`src/rtl/regfile_ctrl_pkg.sv`:
```
// Shared sizing and FSM state encoding for the regfile access controller.
package regfile_ctrl_pkg;

  localparam int unsigned DATA_W        = 16;
  localparam int unsigned ADDR_W        = 3;
  localparam int unsigned NREGS         = 2 ** ADDR_W;
  localparam int unsigned WR_STREAK_MAX = 4;
  localparam int unsigned STREAK_W      = $clog2(WR_STREAK_MAX + 1);

  typedef enum logic [2:0] {
    S_INIT     = 3'd0,
    S_IDLE     = 3'd1,
    S_WRITE    = 3'd2,
    S_RD_ISSUE = 3'd3,
    S_RD_CAPT  = 3'd4,
    S_RSP      = 3'd5
  } state_t;

endpackage

```
`src/rtl/regfile_ctrl_arb.sv`:
```
// Write-priority arbiter; a pending read wins after WR_STREAK_MAX back-to-back write grants.
module regfile_ctrl_arb
  import regfile_ctrl_pkg::*;
(
  input  logic clk,
  input  logic rst,
  input  logic rd_valid,
  input  logic wr_valid,
  input  logic idle,
  output logic rd_grant_c,
  output logic wr_grant_c
);

  logic [STREAK_W-1:0] streak;
  logic                streak_full;

  always_comb begin
    streak_full = (streak == STREAK_W'(WR_STREAK_MAX));
    wr_grant_c  = idle && wr_valid && !(rd_valid && streak_full);
    rd_grant_c  = idle && rd_valid && (!wr_valid || streak_full);
  end

  // Streak only counts writes that actually made a read wait.
  always_ff @(posedge clk) begin
    if (rst) begin
      streak <= '0;
    end else if (rd_grant_c || !rd_valid) begin
      streak <= '0;
    end else if (wr_grant_c) begin
      streak <= streak + STREAK_W'(1);
    end
  end

endmodule

```
`src/rtl/regfile_ctrl.sv`:
```
// Initiator-side access controller for the 8x16 regfile: init sweep, read/write serialisation.
// Optional feature: REGFILE_CTRL_R0_ZERO_EN makes register 0 read as zero and ignore writes.
module regfile_ctrl
  import regfile_ctrl_pkg::*;
(
  input  logic              clk,
  input  logic              rst,
  input  logic              rd_req_valid,
  output logic              rd_req_ready,
  input  logic [ADDR_W-1:0] rd_req_addr_a,
  input  logic [ADDR_W-1:0] rd_req_addr_b,
  output logic              rd_rsp_valid,
  input  logic              rd_rsp_ready,
  output logic [DATA_W-1:0] rd_rsp_data_a,
  output logic [DATA_W-1:0] rd_rsp_data_b,
  input  logic              wr_req_valid,
  output logic              wr_req_ready,
  input  logic [ADDR_W-1:0] wr_req_addr,
  input  logic [DATA_W-1:0] wr_req_data,
  output logic              busy,
  output logic [ADDR_W-1:0] rf_address_a,
  output logic [ADDR_W-1:0] rf_address_b,
  output logic              rf_write_enable,
  output logic [DATA_W-1:0] rf_write_data,
  input  logic [DATA_W-1:0] rf_data_a,
  input  logic [DATA_W-1:0] rf_data_b
);

  state_t            state;
  state_t            state_nxt;
  logic [ADDR_W-1:0] idx;
  logic              rd_grant_c;
  logic              wr_grant_c;

  logic              busy_d;
  logic              rf_we_d;
  logic [ADDR_W-1:0] rf_addr_a_d;
  logic [ADDR_W-1:0] rf_addr_b_d;
  logic [DATA_W-1:0] rf_wdata_d;
  logic              rsp_valid_d;
  logic [DATA_W-1:0] rsp_a_d;
  logic [DATA_W-1:0] rsp_b_d;

  // Reset must block handshakes even in the cycle it is asserted from S_IDLE.
  regfile_ctrl_arb u_arb (
    .clk        (clk),
    .rst        (rst),
    .rd_valid   (rd_req_valid),
    .wr_valid   (wr_req_valid),
    .idle       ((state == S_IDLE) && !rst),
    .rd_grant_c (rd_grant_c),
    .wr_grant_c (wr_grant_c)
  );

  assign rd_req_ready = rd_grant_c;
  assign wr_req_ready = wr_grant_c;

  always_ff @(posedge clk) begin
    if (rst) begin
      state <= S_INIT;
    end else begin
      state <= state_nxt;
    end
  end

  always_comb begin
    state_nxt = state;
    case (state)
      S_INIT:     if (idx == ADDR_W'(NREGS - 1)) state_nxt = S_IDLE;
      S_IDLE: begin
        if (wr_grant_c)      state_nxt = S_WRITE;
        else if (rd_grant_c) state_nxt = S_RD_ISSUE;
      end
      S_WRITE:    state_nxt = S_IDLE;
      S_RD_ISSUE: state_nxt = S_RD_CAPT;
      S_RD_CAPT:  state_nxt = S_RSP;
      S_RSP:      if (rd_rsp_ready) state_nxt = S_IDLE;
      default:    state_nxt = S_INIT;
    endcase
  end

  // Next-cycle values of the registered outputs; addresses and data hold by default.
  always_comb begin
    busy_d      = 1'b0;
    rf_we_d     = 1'b0;
    rf_addr_a_d = rf_address_a;
    rf_addr_b_d = rf_address_b;
    rf_wdata_d  = rf_write_data;
    rsp_valid_d = rd_rsp_valid;
    rsp_a_d     = rd_rsp_data_a;
    rsp_b_d     = rd_rsp_data_b;
    case (state)
      S_INIT: begin
        busy_d      = 1'b1;
        rf_we_d     = 1'b1;
        rf_addr_a_d = idx;
        rf_wdata_d  = '0;
      end
      S_IDLE: begin
        if (wr_grant_c) begin
          rf_addr_a_d = wr_req_addr;
          rf_wdata_d  = wr_req_data;
`ifdef REGFILE_CTRL_R0_ZERO_EN
          rf_we_d     = (wr_req_addr != '0);
`else
          rf_we_d     = 1'b1;
`endif
        end else if (rd_grant_c) begin
          rf_addr_a_d = rd_req_addr_a;
          rf_addr_b_d = rd_req_addr_b;
        end
      end
      S_RD_CAPT: begin
        rsp_valid_d = 1'b1;
`ifdef REGFILE_CTRL_R0_ZERO_EN
        rsp_a_d     = (rf_address_a == '0) ? '0 : rf_data_a;
        rsp_b_d     = (rf_address_b == '0) ? '0 : rf_data_b;
`else
        rsp_a_d     = rf_data_a;
        rsp_b_d     = rf_data_b;
`endif
      end
      S_RSP: begin
        if (rd_rsp_ready) rsp_valid_d = 1'b0;
      end
      default: ;
    endcase
  end

  always_ff @(posedge clk) begin
    if (rst) begin
      idx             <= '0;
      busy            <= 1'b1;
      rf_write_enable <= 1'b0;
      rf_address_a    <= '0;
      rf_address_b    <= '0;
      rf_write_data   <= '0;
      rd_rsp_valid    <= 1'b0;
      rd_rsp_data_a   <= '0;
      rd_rsp_data_b   <= '0;
    end else begin
      idx             <= (state == S_INIT) ? idx + ADDR_W'(1) : '0;
      busy            <= busy_d;
      rf_write_enable <= rf_we_d;
      rf_address_a    <= rf_addr_a_d;
      rf_address_b    <= rf_addr_b_d;
      rf_write_data   <= rf_wdata_d;
      rd_rsp_valid    <= rsp_valid_d;
      rd_rsp_data_a   <= rsp_a_d;
      rd_rsp_data_b   <= rsp_b_d;
    end
  end

endmodule

```
`config.mk`:
```
export PLATFORM = sky130hd
export DESIGN_NAME = regfile_ctrl
export DESIGN_NICKNAME = d
export VERILOG_FILES = /design/src/rtl/regfile_ctrl_pkg.sv /design/src/rtl/regfile_ctrl_arb.sv /design/src/rtl/regfile_ctrl.sv
export SDC_FILE = /design/constraint.sdc
export NUM_CORES = 1
export LEC_CHECK = 0
export CORE_MARGIN = 5
export CORE_UTILIZATION = 25
export CTS_BUF_LIST = sky130_fd_sc_hd__clkbuf_8
export DETAILED_ROUTE_END_ITERATION = 16
export GPL_ROUTABILITY_DRIVEN = 0
export PLACE_DENSITY = 0.52
export SYNTH_ARGS = -nofsm -noshare
export SYNTH_HDL_FRONTEND = slang
export SYNTH_SLANG_ARGS = --single-unit
export TNS_END_PERCENT = 20
```
`constraint.sdc`:
```
create_clock -name clk -period 1.9 [get_ports clk]
set_input_delay 0.57 -clock clk [delete_from_list [all_inputs] [get_ports clk]]
set_output_delay 0.57 -clock clk [all_outputs]
set_load 0.05 [all_outputs]
```
### Word level (Yosys, flattened, before mapping)

Index checks and enable logic that the tools add are counted.

* flip-flop bits (word level): 66
* logic and storage cells: 63
* output and inout bits: 59
* bits of input ports: 62

* mux-type cells: 15
* eq/ne operators: 11
* reduce and logical (&&, ||, !) cells: 22
* bitwise logic cells: 2
* $add $sub $neg: 2

Operator list (count)
* case mux 16 bit (2 select lines): 1
* two-way mux 3 bit: 6
* case mux 3 bit (6 select lines): 1
* two-way mux 16 bit: 1
* equality test 3 bit (second input constant): 4
* adder 3 x 1 -> 3 bit (second input constant): 2
* equality test 3 x 2 -> 1 bit (second input constant): 2
* logical AND 1 bit: 6
* inequality test 2 bit (second input constant): 3
* case mux 3 bit (2 select lines): 1
* AND reduction 2 bit: 3
* AND reduction 3 bit: 2
* logical NOT 1 bit: 4
* case mux 1 bit (2 select lines): 2
* nonzero test 2 bit: 2
* OR reduction 2 bit: 2
* equality test 3 x 1 -> 1 bit (second input constant): 1
* logical NOT 3 bit: 1
* two-way mux 1 bit: 3
* inequality test 3 x 2 -> 1 bit (second input constant): 1
* logical OR 1 bit: 2
* NOT 1 bit: 2

### Longest topological paths before layout

* word-level depth: 7
* gate-level depth with buffers: 7
* depth with buffers taken out: 6

### Hierarchy

A second synthesis with hierarchy kept.

* cells, all modules: 278
* area, all modules: 2580.0 µm²

Modules (own cells, without submodules)
* regfile_ctrl: cells each 253, sequential area each 1261.2 µm², area each 2379.8 µm², times used 1
* regfile_ctrl_arb: cells each 25, sequential area each 60.1 µm², area each 200.2 µm², times used 1

### Least setup slack after synthesis

No wires, ideal clock.

* path kind: reg-to-output
* start point: reg state[1]
* end point: out rd_req_ready
* setup slack: -0.121 ns
* arrival: 1.451 ns
* stages on the path, launching flop included: 4
* path buffers: 1
* data required time: 1.330 ns
* cell sequence: dfxtp_1 -> buf_6 -> or3b_4 -> a211oi_4

* longest elaborated chain between the ends: 4

Ends and longest elaborated chain
* start: declaration: line regfile_ctrl.sv:29 `state_t state;`
* start signal: assignment: line regfile_ctrl.sv:62 `state <= state_nxt;`
* equality test 3 x 1 -> 1 bit: line regfile_ctrl.sv:50 `.idle ((state == S_IDLE) && !rst),`
* logical AND 1 bit: line regfile_ctrl.sv:50
* logical AND 1 bit (2 in series): line regfile_ctrl_arb.sv:20 `rd_grant_c = idle && rd_valid && (!wr_valid || streak_full);`
* end: declaration: line regfile_ctrl.sv:9 `output logic rd_req_ready,`

Every way passes these cells.

### Worst setup path in the final report

* start point: reg state[2]
* end point: out rd_req_ready

Same word-level chain as after synthesis.

==> flow_summary.yaml <==
outcome:
  status: "finished, violations left"
  violations: "setup timing"
synth:
  syn_area_um2: 2470
  synth_common_cells: "nand2_1 (75), dfxtp_1 (66), a21oi_1 (41)"
  synth_largest_area_cell: "dfxtp_1"
  avgSynthCellArea_um2: 8.92
  seq_area_frac_synth_pct: 53.5
  synth_edf_count: 0
  synth_most_common_cell: "nand2_1"
  yosys_warnings: 0
  synth-main-ff-cell: "dfxtp_1"
  async_flop_share_pct: 0
  syn-instance-count: 277
  synth.top_cell.area_share_pct: 53.5
  syn-num-nets: 343
  ys_ff_latch: 66
  ys_types: 33
  synthTopCellsByArea: "dfxtp_1 (53%), nand2_1 (11%), a21oi_1 (8.3%), a22o_1 (5.7%), nand2b_1 (2.5%)"
cts:
  clkLatencyLatePin_ns: 0.33
  clock_path_buffers: 2
  htree_levels: 3
  cts_tree: "done"
  cts_buffers: 9
  root_buffer: "clkbuf_8"
  hold_buffers: 0
  clk_pin_slew_ns: 0.07
  clock_sinks: 66
finish:
  drive_above_1_share_pct: 27.0
  diodes: 0
  syn_to_final_growth_pct: 63.6
  final_util_pct: 41.6
  final_nets: 481
detailed_routing:
  vias: 2338
  via_per_inst: 4.24
  dr.first_iter.drc_count: 83
  drc_errors: 0
  dr.pass1.iters: 4
  ant_nets: 0
  routed_wl_mm: 7.26
  wl_per_cell_um: 13.2
worst_setup_path:
  path_class: "reg2out"
  path_buf_inv: 1
  path_max_fanout: 4
  crit_path_end_kind: "output pin"
  critPathArrivalTime_ns: 1.51
  cp_top_family: "simple AND/OR/NAND/NOR gates"
  startpoint_type: "register"
  crit_chain: "or3b_4 -> a211oi_4 -> buf_12"
  crit_required_ns: 1.33
  slowest_stage: "or3b_4"
  max_stage_delay_ns: 0.44
timing:
  finClkSkew_ns: 0.00476
  worst_pin_slew_ns: 0.442
  setup_viol: 2
  rsz0062_at_grt: "true"
  relSlewSlack_pct: 70.4
  finalCriticalPeriod_ns: 2.08
  max_freq_ghz: 0.481
  fin_crit_sh_pct: 110
  worst_slack_ns: -0.181
  hold_viol: 0
  slew_viol_final: 0
run:
  cap_violations: 0
placement:
  numPortBuffers: 120
  dpl.hpwl_mm: 5.19
  pre_cts_ws_ns: -0.331
power:
  p_comb_share_pct: 8.5
  p_leak_nw: 1.61
  p_per_area_nw_per_um2: 694
  ir_worst_vdd_uv: 333
  p_seq_share_pct: 50.0
  switchingPower_mw: 0.599
  p_int_mw: 2.21
  clkPwrFrac_pct: 41.5
  swShare_pct: 21.3
die:
  initial_utilization_pct: 25.4
  die_height_um: 109
  die_x_um: 109
  io_pins: 121
  die_area_um2: 12000
  core-area_um2: 9730
  rows: 36
global_route:
  grt_antenna_before_repair: 0
  grt_max_degree: 40
  grt_overflow_total: 0
  grt_first_pass_wirelength_mm: 11.1
  grt_use_total_pct: 11.9
  first_global_vias: 2320
hold_path:
  hold_path_class: "reg2reg"
## cell families (layout without fill, tap and decap cells)
family | Yosys count | after routing | share of synthesized area, %
adder cells (fa/ha/maj) | 4 | 4 | 2.03
AO/OA/AOI/OAI | 71 | 71 | 18.4
AND/OR/NAND/NOR | 115 | 115 | 21.6
buffers and inverters | 20 | 161 | 4.10
multiplexers | 1 | 1 | 0.405
flip-flops | 66 | 66 | 53.5
## cell type report
class | count | area [um^2]
clock inverter | 3 | 40.0
timing repair buffer | 144 | 1280
tap | 133 | 166
clock buffer | 11 | 151
fill | 1008 | 5690
sequential | 66 | 1330
inverter | 3 | 11.3
multi-input combinational | 191 | 1070
## tightest hold or removal path: cells and delay by family, from the launching register on
kind / cells / cell delay [ns]
flip-flops: 1 / 0.31
AND/OR/NAND/NOR: 1 / 0.05
AO/OA/AOI/OAI: 1 / 0.05
## per-layer routing
layer	GRT usage, %	up-vias	part of all wire (%)
met5	0	-	0
met4	2.94	0	0.73
met3	5.17	6	8.4
met2	19.1	83	46
met1	14.5	1041	45
li1	-	1208	-
## power groups by stage
stage | logic [mW] | registers (mW) | clock network, mW
after floorplan | 0.0489 | 1.45 | 0
after global placement | 0.241 | 1.43 | 0
after detailed placement | 0.241 | 1.43 | 0
after CTS | 0.242 | 1.40 | 1.24
after global routing | 0.256 | 1.40 | 1.29
final | 0.239 | 1.40 | 1.16
## stage by stage
stage          setup TNS [ns]  hold slack [ns]  total power [mW]  area (um^2)  instances
2_1_floorplan          -0.174            0.428              1.50         2470        277
3_3_place_gp            -5.64            0.443              1.68         3810        535
3_5_place_dp            -5.88            0.447              1.68         3810        535
4_1_cts                -0.453            0.458              2.89         4040        551
5_1_grt                -0.477            0.472              2.95         4040        551
6_report               -0.326            0.454              2.81         4040        551
## timing repair
action,in CTS,in global routing
pin swaps,4,1
gates resized for setup,11,2
setup buffers,2,0
setup endpoints to repair,2,2
## cells in the final DEF (no fill, tap or decap), types with 3 or more instances in the layout
cell and instances:
a21oi_1 41, a22o_1 16, a311o_1 3, buf_12 4
buf_4 78, clkbuf_8 11, clkdlybuf4s50_1 58, dfxtp_1 62
dfxtp_2 4, ha_1 3, nand2_1 75, nand2b_1 10
nand3_1 4, nor2_1 7, nor3_1 4, o21ai_0 7
## flip-flops by register name, summed over array words and instances, names as in the netlist, 3 cells and up
signal         cells
rd_rsp_data_a     16
idx                3
state              3
rf_address_a       3
rf_write_data     16
rd_rsp_data_b     16
u_arb.streak       3
rf_address_b       3
## path summary, 6_finish.rpt
path / from / end / slack [ns] / cells after the start
worst max-delay path: state[2]$_SDFFE_PP0P_ / rd_req_ready / -0.18 / 3
worst min-delay path: rd_rsp_data_b[12]$_SDFFE_PP0P_ / rd_rsp_data_b[12]$_SDFFE_PP0P_ / 0.45 / 2
worst max register to register: u_arb.streak[1]$_SDFFE_PP0P_ / u_arb.streak[1]$_SDFFE_PP0P_ / 0.24 / 7
worst min register to register: rd_rsp_data_b[12]$_SDFFE_PP0P_ / rd_rsp_data_b[12]$_SDFFE_PP0P_ / 0.45 / 2
Note: power is estimated with default switching activity, not from simulation.
